==> src/rtl/decoder_sweep.sv <==
// decoder_sweep: registered one-hot decoder with a built-in sweep sequencer that walks every output line
module decoder_sweep #(
  parameter int SEL_W     = 3,
  parameter int SWEEP_GAP = 0
) (
  input  logic                  clk,
  input  logic                  rst,
  input  logic [SEL_W-1:0]      usr_input,
  input  logic                  ENABLE,
  input  logic                  sweep_start,
  output logic [(1<<SEL_W)-1:0] Dout,
  output logic                  sweep_busy,
  output logic                  sweep_done
);
  localparam int OUT_W = 1 << SEL_W;
  typedef enum logic [1:0] {IDLE, STEP, GAP} state_t;
  state_t           state_q, state_d;
  logic [SEL_W-1:0] idx_q, idx_d;
  logic [3:0]       gap_q, gap_d;
  logic [OUT_W-1:0] dout_q, dout_d;
  logic             busy_q, busy_d, done_q, done_d;
  // next state and registered outputs; sweep_start outranks normal decode in IDLE
  always_comb begin
    state_d = state_q;
    idx_d   = idx_q;
    gap_d   = gap_q;
    dout_d  = '0;
    busy_d  = 1'b0;
    done_d  = 1'b0;
    unique case (state_q)
      IDLE: begin
        if (sweep_start) begin
          state_d = STEP;
          idx_d   = '0;
          dout_d  = OUT_W'(1);
          busy_d  = 1'b1;
        end else begin
          dout_d = ENABLE ? OUT_W'(1) << usr_input : '0;
        end
      end
      STEP: begin
        if (idx_q == SEL_W'(OUT_W - 1)) begin
          state_d = IDLE;
          idx_d   = '0;
          done_d  = 1'b1;
        end else if (SWEEP_GAP == 0) begin
          idx_d  = idx_q + 1'b1;
          dout_d = OUT_W'(1) << idx_d;
          busy_d = 1'b1;
        end else begin
          state_d = GAP;
          gap_d   = 4'd1;
          busy_d  = 1'b1;
        end
      end
      GAP: begin
        busy_d = 1'b1;
        if (gap_q == 4'(SWEEP_GAP)) begin
          state_d = STEP;
          idx_d   = idx_q + 1'b1;
          gap_d   = '0;
          dout_d  = OUT_W'(1) << idx_d;
        end else begin
          gap_d = gap_q + 1'b1;
        end
      end
      default: state_d = IDLE;
    endcase
  end
  // state and output registers; reset aborts any sweep without a done pulse
  always_ff @(posedge clk or posedge rst) begin
    if (rst) begin
      state_q <= IDLE;
      idx_q   <= '0;
      gap_q   <= '0;
      dout_q  <= '0;
      busy_q  <= 1'b0;
      done_q  <= 1'b0;
    end else begin
      state_q <= state_d;
      idx_q   <= idx_d;
      gap_q   <= gap_d;
      dout_q  <= dout_d;
      busy_q  <= busy_d;
      done_q  <= done_d;
    end
  end
  assign Dout       = dout_q;
  assign sweep_busy = busy_q;
  assign sweep_done = done_q;
endmodule

==> config.mk <==
export PLATFORM = sky130hd
export DESIGN_NAME = decoder_sweep
export DESIGN_NICKNAME = d
export VERILOG_FILES = /design/src/rtl/decoder_sweep.sv
export SDC_FILE = /design/constraint.sdc
export NUM_CORES = 1
export LEC_CHECK = 0
export ABC_AREA = 1
export ABC_CLOCK_PERIOD_IN_PS = 1000
export BUFFER_PORTS_ARGS = -buffer_cell sky130_fd_sc_hd__clkbuf_2
export CORE_UTILIZATION = 45
export CTS_CLUSTER_DIAMETER = 40
export DETAILED_ROUTE_END_ITERATION = 8
export GPL_ROUTABILITY_DRIVEN = 0
export PLACE_DENSITY = 0.79
export SLEW_MARGIN = 0
export SYNTH_ARGS = -nofsm -noshare
export SYNTH_HDL_FRONTEND = slang
export SYNTH_SLANG_ARGS = --single-unit
==> constraint.sdc <==
create_clock -name clk -period 1 [get_ports clk]
set_input_delay 0.05 -clock clk [delete_from_list [all_inputs] [get_ports clk]]
set_output_delay 0.05 -clock clk [all_outputs]
set_load 0.05 [all_outputs]
==> qor_table.md <==
| Group | Quantity | Reported |
|---|---|---|
| run status | Status | finished with violations |
| run status | Failing checks | setup timing |
| worst setup path | Critical path, cell by cell | ha_4 > nand2_1 > nand2_4 > nand3_1 > nand2_1 |
| detailed routing | Number of violations reported at the end of detailed-routing iteration 0 | 50 |
| pwr | Gate power share | 58.4% |
| detailed routing | Number of vias in the routed layout | 642 |
| finish | Most common library cell in the layout ignoring fill and taps | nand2_1 |
| die | Row Count | 13 |
| synth | Cell count after synthesis | 86 |
| synth | Warnings, synthesis | 0 |
| pwr | Proportion of total power due to net switching | 51.5% |
| synth | Avg Synthesized Cell Area | 8.19 sq um |
| die | Top-level port count | 17 |
| finish | Utilization after layout | 68.1% |
| synth | Top cells by area, synth | dfrtp_1 50%, nand2_1 12%, ha_1 8.9% |
| worst setup path | Worst Path Buf+Inv | 0 |
| synth | Post-synthesis register bit count | 14 |
| place | Setup slack after placement | -126 ps |
| clock tree | TritonCTS clock tree | built |
| global routing | Remaining Overflow, GRT | 0 |
| worst setup path | Classification of the worst setup path | reg -> reg |
| pwr | Part of the power in the clock network | 10.6% |
| worst setup path | Worst endpoint required time | 1180 ps |
| worst setup path | Critical path capture point type | flop |
| clock tree | Clock latency on the worst-skew pair | 290 ps |
| pwr | Worst-case vdd ir drop | 1.85 mV |
| synth | Post-synthesis instance area | 704 sq um |
| clock tree | CTS root buf | clkbuf_4 |
| worst setup path | Cell family contributing the most delay on the critical path | flip-flops |
| worst setup path | Most frequent cell on the critical path | nand2_1 |
| finish | Net count reported at finish | 124 |
| synth | Top cell type's share of synthesized area | 49.7% |
| clock tree | TritonCTS buffer count | 3 |
| global routing | First-pass GRT wire length | 2.35 mm |
| global routing | Total routing usage reported by global routing | 17.9% |
| pwr | Relative contribution of sequential cells to total power | 31.0% |
| worst setup path | Maximum fanout encountered on the critical timing path | 5 |
| sta | Worst clock skew on the final layout | 4.39 ps |
| place | Total half-perimeter wirelength after legalization and detailed placement | 1.05 mm |
| sta | Final worst path period share | 114% |
| global routing | Maximum number of pins on one net before global-route repair | 15 |
| detailed routing | Routed wire length | 1.58 mm |
| clock tree | H-tree level count | 1 |
| clock tree | Maximum clock path buffer count | 2 |
| run | Maximum Capacitance Violations | 0 |
| sta | Count of final max-slew check failures | 0 |
| worst setup path | Slowest cell delay on critical path | 470 ps |
| global routing | Number of global-route vias before repair | 590 |
| worst setup path | CP max-delay cell | dfrtp_2 |
| synth | Number of distinct library cell variants in the gate-level netlist after synthesis | 12 |
| clock tree | CTS sink count | 14 |
| finish | Final instance area | 942 sq um |
| global routing | Initial antenna violation count | 0 |
| sta | Worst setup margin | -137 ps |
| pwr | Power per cell area | 3330 mW/mm^2 |
| pwr | Internal power summed over all cells | 1.52 mW |
| sta | Worst hold margin | 54.2 ps |
| finish | Ant. Diodes | 0 |
| pwr | Switch Pwr | 1.61 mW |
| worst setup path | Worst EP arrival | 1320 ps |
| finish | Layout cell share with drive strength beyond 1 | 40.0% |
| sta | Total of endpoints with negative setup slack in the final report | 11 |
| detailed routing | Detail-routed via count per cell | 5.14 |
| place | Number of port buffers | 16 |
| finish | Area grow syn2layout | 33.7% |
| die | Die width | 41.6 microns |
| clock tree | Clock slew seen by the registers of the worst setup and hold paths | 80 ps |
| detailed routing | Routed WL per cell | 12.6 microns |
| die | Initial core utilization | 51.0% |
| die | Die area | 0.00173 sq mm |
| sta | Time the final worst path needs with I/O delays and setup | 1140 ps |
| sta | Unrepaired setup endpoints after global routing | yes |
| synth | Sequential fraction of the synthesis area | 49.7% |
| detailed routing | Post-route antenna net violation count | 0 |
| die | Y dimension of the die | 41.6 microns |
| sta | Worst Tran Pin Value | 505 ps |
| detailed routing | Post-route DRC violation count | 0 |
| pwr | Total leakage power | 0.522 nW |
| sta | Timing-limited maximum frequency | 879 MHz |
| detailed routing | Drt first pass iters | 4 |
| worst setup path | Type of origin of the critical path | flop |
| die | Core outline area | 0.00138 sq mm |
| synth | Synthesized netlist net count | 98 |
| sta | Slew headroom | 66.3% |
| synth | Largest area contributor in the synthesized netlist | dfrtp_1 |
| min path | HP Class | in -> reg |
| finish | Commonest cells after routing, fill and taps aside | 17 x nand2_1, 16 x clkbuf_2, 12 x inv_1, 11 x dfrtp_1, 8 x nor2_1 |
| place | Post-DP Area | 830 sq um |
| sta | Final hold violation count | 0 |
## synthesized netlist by cell type
cell     number
nand4_1       5
a21oi_2       1
nor2_1       10
ha_1          5
nand3_1       7
inv_2         1
o21ai_0       3
nor2_2        1
buf_6         1
nand2_1      23
inv_1        15
dfrtp_1      14
## cell type report
type / instances / area, sq um
tap: 15 / 18.8
timing repair buffer: 22 / 131
inverter: 16 / 65.1
sequential: 14 / 354
multi-input combinational: 55 / 350
fill: 101 / 440
clock buffer: 3 / 22.5
## final timing paths
check | startpoint | end | slack (ps) | cells past startpoint
max | idx_q[1] | Dout[5] | -140 | 5
min | ENABLE | Dout[7] | 50 | 3
max reg2reg | idx_q[1] | Dout[5] | -140 | 5
min reg2reg | idx_q[0] | idx_q[0] | 610 | 1
max in group asynchronous | rst | idx_q[0] | 330 | 3
min in group asynchronous | rst | Dout[3] | 300 | 3
## stage by stage
step,TNS [ps],instances,power [mW]
2_1_floorplan,-89.3,86,2.05
3_3_place_gp,-632,120,2.38
3_5_place_dp,-1050,120,2.42
4_1_cts,-941,125,2.89
5_1_grt,-1640,125,3.32
6_report,-1160,125,3.13
## cell families (layout without fill, tap and decap cells)
logic type	count (synthesis)	count (layout)	share of synthesized area [%]
simple gates	46	46	27.9
buf+inv	17	41	10.1
flops	14	14	49.7
fa+ha+maj	5	5	8.88
compound gates	4	4	3.37
## metal layers
layer | track usage (%) | vias up | wire length (microns)
met5 | 0 | - | 0
met4 | 8.39 | 0 | 27
met3 | 5.22 | 3 | 93
met2 | 31.9 | 31 | 829
met1 | 19.3 | 294 | 627
li1 | - | 314 | -
## flip-flops by register name, indices dropped and copies added, names as in the netlist
register	cells
sweep_busy	1
state_q	1
idx_q	3
sweep_done	1
Dout	8
## power by group through the flow
stage	combinational [mW]	sequential, mW	clock, mW
floorplan	0.687	1.36	0
global placement	1.48	0.899	0
detailed placement	1.51	0.909	0
CTS	1.61	0.945	0.328
global route	1.97	0.991	0.357
finish	1.83	0.973	0.332
## tightest hold or removal path: stages
cell and delay [ps]:
clkbuf_2 110, nand4_1 100, nand2_1 50
## timing repair
action                                 CTS  global route
pin swaps                                3             4
setup endpoints to repair               12            12
endpoints found under the hold margin   14             0
setup buffers                            1             0
hold buffers                             1             0
gates resized for setup                  7            13
(Power assumes the default switching activity.)
